--- config.mk ---
export PLATFORM = sky130hd
export DESIGN_NAME = sensor_input_conditioner
export DESIGN_NICKNAME = d
export VERILOG_FILES = /design/src/rtl/sensor_input_conditioner.sv
export SDC_FILE = /design/constraint.sdc
export NUM_CORES = 1
export LEC_CHECK = 0
export BUFFER_PORTS_ARGS = -buffer_cell sky130_fd_sc_hd__buf_2
export CAP_MARGIN = 20
export CORE_MARGIN = 2
export CORE_UTILIZATION = 45
export CTS_BUF_LIST = sky130_fd_sc_hd__clkbuf_2
export DETAILED_ROUTE_END_ITERATION = 10
export PLACE_DENSITY = 0.6
export REMOVE_ABC_BUFFERS = 1
export SYNTH_ARGS = -nofsm -noshare
export SYNTH_HDL_FRONTEND = slang
export SYNTH_SLANG_ARGS = --single-unit
--- constraint.sdc ---
create_clock -name clock -period 2.3 [get_ports clock]
set_clock_uncertainty 0.1 [all_clocks]
set_input_delay 0.115 -clock clock [delete_from_list [all_inputs] [get_ports clock]]
set_output_delay 0.115 -clock clock [all_outputs]
set_load 0.03 [all_outputs]
--- src/rtl/sensor_input_conditioner.sv ---
// Sensor front end: two-flop synchronisers, per-bit debounce, water-level
// pattern validation with a persistent fault, and the display water code.
module sensor_input_conditioner #(
    parameter int unsigned DEBOUNCE_CYCLES = 16,
    parameter int unsigned FAULT_CYCLES    = 8
) (
    input  logic       clock,
    input  logic       reset,
    input  logic [5:0] raw_sensors,
    output logic [5:0] stable_sensors,
    output logic [1:0] encoded_water,
    output logic       conflicting_values,
    output logic       sensors_changed
);

    localparam logic [7:0] DEB_LAST   = 8'(DEBOUNCE_CYCLES - 1);
    localparam logic [7:0] FAULT_LAST = 8'(FAULT_CYCLES - 1);

    typedef enum logic [1:0] {
        ST_VALID,
        ST_SUSPECT,
        ST_FAULT
    } state_t;

    logic [5:0] r_sync1;
    logic [5:0] r_sync2;
    logic [5:0] r_stable;
    logic [7:0] r_db_cnt [6];

    state_t     r_state;
    state_t     w_state_next;
    logic [7:0] r_fault_cnt;
    logic [7:0] w_fault_cnt_next;

    logic [2:0] w_water;
    logic       w_pattern_valid;
    logic [1:0] w_code;

    logic [1:0] r_encoded;
    logic       r_conflict;
    logic [5:0] r_prev_stable;
    logic       r_prev_conflict;
    logic       r_changed;

    // Synchronise, then let each bit's stable value follow only after a full
    // run of disagreeing samples; one agreeing sample restarts the run.
    always_ff @(posedge clock) begin
        if (reset) begin
            r_sync1  <= '0;
            r_sync2  <= '0;
            r_stable <= '0;
            for (int unsigned i = 0; i < 6; i++) begin
                r_db_cnt[i] <= '0;
            end
        end else begin
            r_sync1 <= raw_sensors;
            r_sync2 <= r_sync1;
            for (int unsigned i = 0; i < 6; i++) begin
                if (r_sync2[i] == r_stable[i]) begin
                    r_db_cnt[i] <= '0;
                end else if (r_db_cnt[i] == DEB_LAST) begin
                    r_stable[i] <= r_sync2[i];
                    r_db_cnt[i] <= '0;
                end else begin
                    r_db_cnt[i] <= r_db_cnt[i] + 8'd1;
                end
            end
        end
    end

    assign w_water         = r_stable[2:0];
    assign w_pattern_valid = (w_water == 3'b000) || (w_water == 3'b001) ||
                             (w_water == 3'b011) || (w_water == 3'b111);

    always_comb begin
        w_code = 2'b00;
        case (w_water)
            3'b001:  w_code = 2'b01;
            3'b011:  w_code = 2'b10;
            3'b111:  w_code = 2'b11;
            default: w_code = 2'b00;
        endcase
    end

    always_comb begin
        w_state_next     = r_state;
        w_fault_cnt_next = '0;
        case (r_state)
            ST_VALID: begin
                if (!w_pattern_valid) w_state_next = ST_SUSPECT;
            end
            ST_SUSPECT: begin
                if (w_pattern_valid) begin
                    w_state_next = ST_VALID;
                end else if (r_fault_cnt == FAULT_LAST) begin
                    w_state_next = ST_FAULT;
                end else begin
                    w_fault_cnt_next = r_fault_cnt + 8'd1;
                end
            end
            ST_FAULT: begin
                if (w_pattern_valid) begin
                    if (r_fault_cnt == FAULT_LAST) begin
                        w_state_next = ST_VALID;
                    end else begin
                        w_fault_cnt_next = r_fault_cnt + 8'd1;
                    end
                end
            end
            default: w_state_next = ST_VALID;
        endcase
    end

    always_ff @(posedge clock) begin
        if (reset) begin
            r_state         <= ST_VALID;
            r_fault_cnt     <= '0;
            r_encoded       <= '0;
            r_conflict      <= 1'b0;
            r_prev_stable   <= '0;
            r_prev_conflict <= 1'b0;
            r_changed       <= 1'b0;
        end else begin
            r_state         <= w_state_next;
            r_fault_cnt     <= w_fault_cnt_next;
            if (r_state == ST_VALID && w_pattern_valid) r_encoded <= w_code;
            // Fault flag is taken from the next state so it rises with FAULT entry.
            r_conflict      <= (w_state_next == ST_FAULT);
            r_prev_stable   <= r_stable;
            r_prev_conflict <= r_conflict;
            r_changed       <= (r_stable != r_prev_stable) || (r_conflict != r_prev_conflict);
        end
    end

    assign stable_sensors     = r_stable;
    assign encoded_water      = r_encoded;
    assign conflicting_values = r_conflict;
    assign sensors_changed    = r_changed;

endmodule

==> results of run 1 <==
## layout make-up
cell class                      instances  area [sq um]
Clock buffer                           12          60.1
Clock inverter                          4          46.3
Fill cell                             833          4150
Inverter                               13          48.8
Multi-Input combinational cell        306          1800
Sequential cell                        87          2220
Tap cell                              108           135
Timing Repair Buffer                   30           213
## layer usage
layer / global-route usage (%) / vias up / part of all wire, %
met4: 7.27 / 0 / 2.2
met3: 2.72 / 11 / 2.5
met5: 0 / - / 0
li1: - / 1376 / -
met2: 22.2 / 26 / 46
met1: 18.0 / 1203 / 49
## cell families after synthesis
kind of cell    count (synthesis)  synth area share, %
compound gates                 33                 5.21
xor+xnor                       55                 12.1
fa+ha+maj                      11                 3.45
buf+inv                        25                 3.61
flops                          87                 55.7
other cells                     1               0.0940
simple gates                  159                 19.9
## what timing repair did
action / 4_1_cts / 5_1_grt
endpoints found under the hold margin: 17 / 0
endpoints found under the setup margin: 0 / 0
setup buffers: 0 / 0
hold buffers: 12 / 0
## critical path, cell delays in order (launching register included)
cell and delay [ns]:
sky130_fd_sc_hd__edfxtp_1 0.48, sky130_fd_sc_hd__or4_1 0.54, sky130_fd_sc_hd__nor2_1 0.15, sky130_fd_sc_hd__or3_1 0.31, sky130_fd_sc_hd__nor2_1 0.09
## worst min path at each step
stage          slack [ns]                to  depth (start not counted)      startpoint
2_1_floorplan        0.08  r_prev_stable[1]                          1           reset
5_1_grt              0.25        r_sync1[2]                          3  raw_sensors[2]
3_3_place_gp         0.22        r_sync1[4]                          2  raw_sensors[4]
3_5_place_dp         0.23        r_sync1[0]                          2  raw_sensors[0]
4_1_cts              0.25        r_sync1[2]                          3  raw_sensors[2]
6_report             0.31        r_sync1[2]                          3  raw_sensors[2]
## metrics by stage
| step | utilization [%] | total power, W |
|---|---|---|
| after detailed placement | 49.5 | 0.00185 |
| final | 52.1 | 0.00258 |
| after CTS | 52.1 | 0.00263 |
| after global routing | 52.1 | 0.00271 |
| after global placement | 49.5 | 0.00185 |
| after floorplan | - | 0.00182 |
## synth_stat cells, drive strengths merged (2+ instances only)
cell type and count:
nor4 2, nor2b 19, dfxtp 39, and3 12, nor2 68, or3 6, xnor2 27, ha 11
inv 13, and4 2, edfxtp 48, a21o 2, a21oi 12, a31oi 2, nand3 25, nand4 2
buf 9, clkbuf 3, xor2 28, nand2 13, a41oi 2, or4 6, o21ai 12
## sequential cells by signal, summed over array words and instances (netlist names)
signal,count
r_sync1,6
r_db_cnt,48
encoded_water,2
r_fault_cnt,8
r_prev_stable,6
conflicting_values,1
r_state,2
r_sync2,6
stable_sensors,6
r_prev_conflict,1
sensors_changed,1
## power by group through the flow
stage                     logic [W]  clock network [W]  registers (W)
after detailed placement  0.0000996                  0        0.00175
after global routing       0.000137           0.000841        0.00173
after CTS                  0.000116           0.000789        0.00172
after global placement    0.0000993                  0        0.00175
after floorplan           0.0000757                  0        0.00175
final                      0.000117           0.000741        0.00172
==> impl_metrics.ini, run 1 <==
[setup_path]
timing.critical_path.to = r_db_cnt[2][7]
r2r-end = r_db_cnt[2][7]
timing_worst_setup_path_type = reg2reg
critPathRequiredTime_ns = 2.48
timing.reg2reg.worst_path_depth = 4
setup.worst_path.start_class = flip-flop
critPathMaxFanout = 8
critPathCaptureType = flip-flop
worst_r2r_startpoint = r_db_cnt[2][6]
worstSetupStartpoint = r_db_cnt[2][6]
crit_arrival_ns = 2.06
setup.reg_to_reg.worst_slack_ns = 0.42

[timing]
final_critical_path_setup_slack_ns = 0.415
final-setup-viol-count = 0
totalNegativeSetupSlack_ns = 0
final.period_utilization_pct = 82.0
maxClockFrequency_ghz = 0.531
worst_slew_margin_rel_pct = 57.7
final-max-slew-violation-count = 0
setup_repair_after_global_routing_missed_its_margin = no
hold_viol_final = 0
fin_worst_hold_slack_ns = 0.305
min_clock_period_post_route_ns = 1.88
worst_slew_pin_slew_ns = 0.635

[finish]
layout.cells.non_filler = 560
area_growth_syn_to_layout_pct = 13.4
mostFrequentLayoutCells = 68 x sky130_fd_sc_hd__nor2_1, 48 x sky130_fd_sc_hd__edfxtp_1, 48 x sky130_fd_sc_hd__conb_1, 39 x sky130_fd_sc_hd__dfxtp_1, 28 x sky130_fd_sc_hd__xor2_1
layout_commonest_cell = sky130_fd_sc_hd__nor2_1
antenna_cells_inserted = 0
layout.nets = 466
drive_gt1_share_pct = 8.63
final_area_sq_mm = 0.00452

[placement]
place_ws_ns = 0.409
post-place-cells = 532
placed_area_sq_mm = 0.00430
hpwl_um = 4280
numPortBuffers = 17
place.gp.congestion = 0.804

[power]
comb_power_share_pct = 4.5
p_leak_nw = 1.77
ir_worst_vdd_v = 0.000353
power.share.switching_pct = 22.3
internal_power_w = 0.00200
power_density_mw_per_mm2 = 570
share_clk_of_total_power_pct = 28.7
netSwitchingPower_w = 0.000575
power.sequential.fraction_pct = 66.7

[grt]
grt_start_max_net_pins = 38
wire_length_of_the_first_global_routing_pass_um = 10800
global_route.usage.total_pct = 13.9
antenna_found_initial = 0
grt_total_ovfl = 0
first_global_vias = 2567

[route]
drt_wl_total_um = 6080
postRouteAntennaNets = 0
firstDrtPassIters = 4
remaining_drc_errors = 0
avgViaCountPerCell = 4.67
detailedRoute.firstIterationViolations = 110
dr_total_vias = 2616
detail_route.wl_per_cell_um = 10.9

[synthesis]
postSynthCellCount = 371
mappedNetlistArea_sq_mm = 0.00399
synth-seq-area-share_pct = 55.7
ys.flop_type = sky130_fd_sc_hd__edfxtp_1
number_of_enable_type_register_cells_in_the_synthesized_netlist = 48
synth_area_per_cell_sq_um = 10.8
synth.yosys.warnings = 0
ys_top_cells_by_area = sky130_fd_sc_hd__edfxtp_1 36%, sky130_fd_sc_hd__dfxtp_1 20%, sky130_fd_sc_hd__nor2_1 6.4%
synth_top_cell_by_area = sky130_fd_sc_hd__edfxtp_1
synth.ff_latch_count = 87
synth.top_cell.area_share_pct = 36.1
async_sr_flop_fraction_pct = 0
synth_cell_types = 38

[floorplanning]
floorplan.io_pins = 18
row_count = 34
fp.dieH_um = 98.2
die_area_sq_mm = 0.00963
initial_utilization_pct = 46.0
fp.dieW_um = 98.2
core_sq_mm = 0.00868

[clock_network]
buffer_levels_on_the_longest_clock_path = 2
ctsHtreeMaxLevel = 3
clock_tree_from_tritoncts = yes
cts_num_sinks = 87
later_pin_clock_latency_in_the_skew_report_ns = 0.49
clock_input_transition_at_the_sequential_cells_of_the_worst_setup_and_hold_paths_ns = 0.22
cts-resized-gates = 0
root_buffer = sky130_fd_sc_hd__clkbuf_2
tritoncts.num_buffers = 9

[worst_hold_path]
classification_of_the_worst_slack_hold_path = in2reg

[job]
max-cap-violations = 0

[status]
run_status = complete, no violations
Power figures use the tool's default switching activity.
==> run 2, diff against run 1 <==
==> constraint.sdc (replaced) <==
create_clock -name clock -period 1.8 [get_ports clock]
set_clock_uncertainty 0.1 [all_clocks]
set_input_delay 0.09 -clock clock [delete_from_list [all_inputs] [get_ports clock]]
set_output_delay 0.09 -clock clock [all_outputs]
set_load 0.03 [all_outputs]
==> run 2 against run 1 <==
Sequential power rose by 27%. Routed wire length rose by 5.3%. Maximum frequency rose by 10%. Via count rose by 4.7%. Sequential share of layout area fell by 2.7 points. Sequential cell count did not move. Clock power rose by 33%. Core utilization rose by 3.0 points.
==> impl_metrics.ini, run 2 (synthesis gave the netlist of run 1 again) <==
[floorplanning]
fp.dieH_um = 98.2
core_sq_mm = 0.00868
die_area_sq_mm = 0.00963
floorplan.io_pins = 18
fp.dieW_um = 98.2
row_count = 34
initial_utilization_pct = 46.0

[clock_network]
later_pin_clock_latency_in_the_skew_report_ns = 0.51
clock_tree_from_tritoncts = yes
clock_input_transition_at_the_sequential_cells_of_the_worst_setup_and_hold_paths_ns = 0.22
tritoncts.num_buffers = 9
root_buffer = sky130_fd_sc_hd__clkbuf_2
buffer_levels_on_the_longest_clock_path = 2
cts_num_sinks = 87
ctsHtreeMaxLevel = 3

[route]
detail_route.wl_per_cell_um = 10.9
drt_wl_total_um = 6400
dr_total_vias = 2738
firstDrtPassIters = 6
postRouteAntennaNets = 0
detailedRoute.firstIterationViolations = 52
avgViaCountPerCell = 4.65
remaining_drc_errors = 0

[finish]
layout.nets = 495
layout_commonest_cell = sky130_fd_sc_hd__nor2_1
area.sequential_sq_mm = 0.00222
top_regs = r_db_cnt (48), r_fault_cnt (8)
antenna_cells_inserted = 0
largest_reg_flops = 48
area_growth_syn_to_layout_pct = 19.9
n_fill_cell = 811
mostFrequentLayoutCells = 65 x sky130_fd_sc_hd__nor2_1, 48 x sky130_fd_sc_hd__edfxtp_1, 48 x sky130_fd_sc_hd__conb_1, 39 x sky130_fd_sc_hd__dfxtp_1, 31 x sky130_fd_sc_hd__buf_4
area_used_by_multi_input_combinational_logic_sq_mm = 0.00184
final_area_sq_mm = 0.00478
max_flop_register = r_db_cnt
postLayoutCoreUtil_pct = 55.1
drive_gt1_share_pct = 16.4

[setup_path]
critical_path.most_common_cell = sky130_fd_sc_hd__nor2_1
worstSetupStartpoint = r_db_cnt[2][5]
critical-path-slowest-cell = sky130_fd_sc_hd__or4_1
crit_arrival_ns = 1.92
critPathMaxFanout = 8
timing_worst_setup_path_type = reg2reg
setup.worst_path.start_class = flip-flop
crit_family = simple AND/OR/NAND/NOR gates
worst-path-stages = 4
r2r-end = r_db_cnt[2][7]
critPathRequiredTime_ns = 2.01
worstPathCellList = or4_1 > nor2_1 > or3_4 > nor2_1
critPathCaptureType = flip-flop
cp_num_buf_inv = 0
setup.reg_to_reg.worst_slack_ns = 0.09
timing.reg2reg.worst_path_depth = 4
worst_r2r_startpoint = r_db_cnt[2][5]
timing.critical_path.to = r_db_cnt[2][7]
critPathMaxStageDelay_ns = 0.55

[timing]
final-max-slew-violation-count = 0
worst_slew_pin_slew_ns = 0.522
hold_viol_final = 0
final.period_utilization_pct = 95.0
min_clock_period_post_route_ns = 1.71
worst_slew_margin_rel_pct = 65.2
setup_repair_after_global_routing_missed_its_margin = no
final_critical_path_setup_slack_ns = 0.0894
final-setup-viol-count = 0
maxClockFrequency_ghz = 0.585

[placement]
placed_area_sq_mm = 0.00447
hpwl_um = 4490
place.gp.congestion = 0.777
numPortBuffers = 17
place_ws_ns = -0.0434

[status]
run_status = complete, no violations

[grt]
wire_length_of_the_first_global_routing_pass_um = 11500
grt_start_max_net_pins = 29
first_global_vias = 2708
antenna_found_initial = 0
grt_total_ovfl = 0
global_route.usage.total_pct = 14.6

[power]
ir_worst_vdd_v = 0.000394
p_leak_nw = 1.92
power_density_mw_per_mm2 = 704

[worst_hold_path]
classification_of_the_worst_slack_hold_path = in2reg

[job]
max-cap-violations = 0
-- run 2: changes by cell type in the layout (fill, tap and decap cells not counted), moves of 2 or more --
cell / delta
sky130_fd_sc_hd__nor2_1: -3
sky130_fd_sc_hd__nor2_2: +3
sky130_fd_sc_hd__clkinv_1: -2
sky130_fd_sc_hd__or3_4: +6
sky130_fd_sc_hd__buf_4: +30
sky130_fd_sc_hd__clkinvlp_4: +2
sky130_fd_sc_hd__or3_1: -4
sky130_fd_sc_hd__or3_2: -2
-- run 2: worst register-to-register path, stage by stage (launching register included) --
cell and delay [ns]:
sky130_fd_sc_hd__edfxtp_1 0.46, sky130_fd_sc_hd__or4_1 0.55, sky130_fd_sc_hd__nor2_1 0.15, sky130_fd_sc_hd__or3_4 0.19
sky130_fd_sc_hd__nor2_1 0.06
-- run 2: worst min path at each step --
stage	from	end	slack, ns	cells past startpoint
6_report	raw_sensors[3]	r_sync1[3]	0.21	3
4_1_cts	raw_sensors[3]	r_sync1[3]	0.16	3
3_3_place_gp	raw_sensors[4]	r_sync1[4]	0.20	2
2_1_floorplan	reset	r_prev_stable[1]	0.06	1
5_1_grt	raw_sensors[1]	r_sync1[1]	0.17	3
3_5_place_dp	raw_sensors[5]	r_sync1[5]	0.21	2
-- run 2: routing by layer --
metal  track usage [%]  share of wire [%]
met1              18.6                 50
met2              23.7                 46
met3              3.44                2.7
met4              6.74                1.4
met5                 0                  0
-- run 2: area by class of cell --
cell class / instances / area share [%]
timing repair buffer: 59 / 8.95
tap: 108 / 2.83
clock inverter: 3 / 0.942
multi-input combinational: 306 / 38.5
sequential: 87 / 46.5
inverter: 13 / 1.02
clock buffer: 13 / 1.36
-- run 2: per-stage QoR --
stage | setup TNS (ns) | cells | power, W | hold slack [ns]
2_1_floorplan | 0 | 406 | 0.00233 | 0.0567
3_3_place_gp | -0.0237 | 555 | 0.00239 | 0.200
3_5_place_dp | -0.372 | 555 | 0.00239 | 0.206
4_1_cts | 0 | 582 | 0.00340 | 0.156
5_1_grt | 0 | 589 | 0.00352 | 0.173
6_report | 0 | 589 | 0.00337 | 0.209
-- run 2: power by group --
| part | switching (W) | total, W | leakage [nW] | internal [W] |
|---|---|---|---|---|
| clock | 0.000639 | 0.000983 | 0.0684 | 0.000343 |
| combinational | 0.0000921 | 0.000192 | 1.04 | 0.0000999 |
| sequential | 0.0000379 | 0.00219 | 0.812 | 0.00215 |
| total | 0.000769 | 0.00337 | 1.92 | 0.00260 |
-- run 2: timing repair --
action / in CTS / in global routing
hold buffers: 11 / 0
setup buffers: 0 / 7
endpoints found under the hold margin: 21 / 0
resized for setup: 6 / 4
endpoints found under the setup margin: 44 / 26
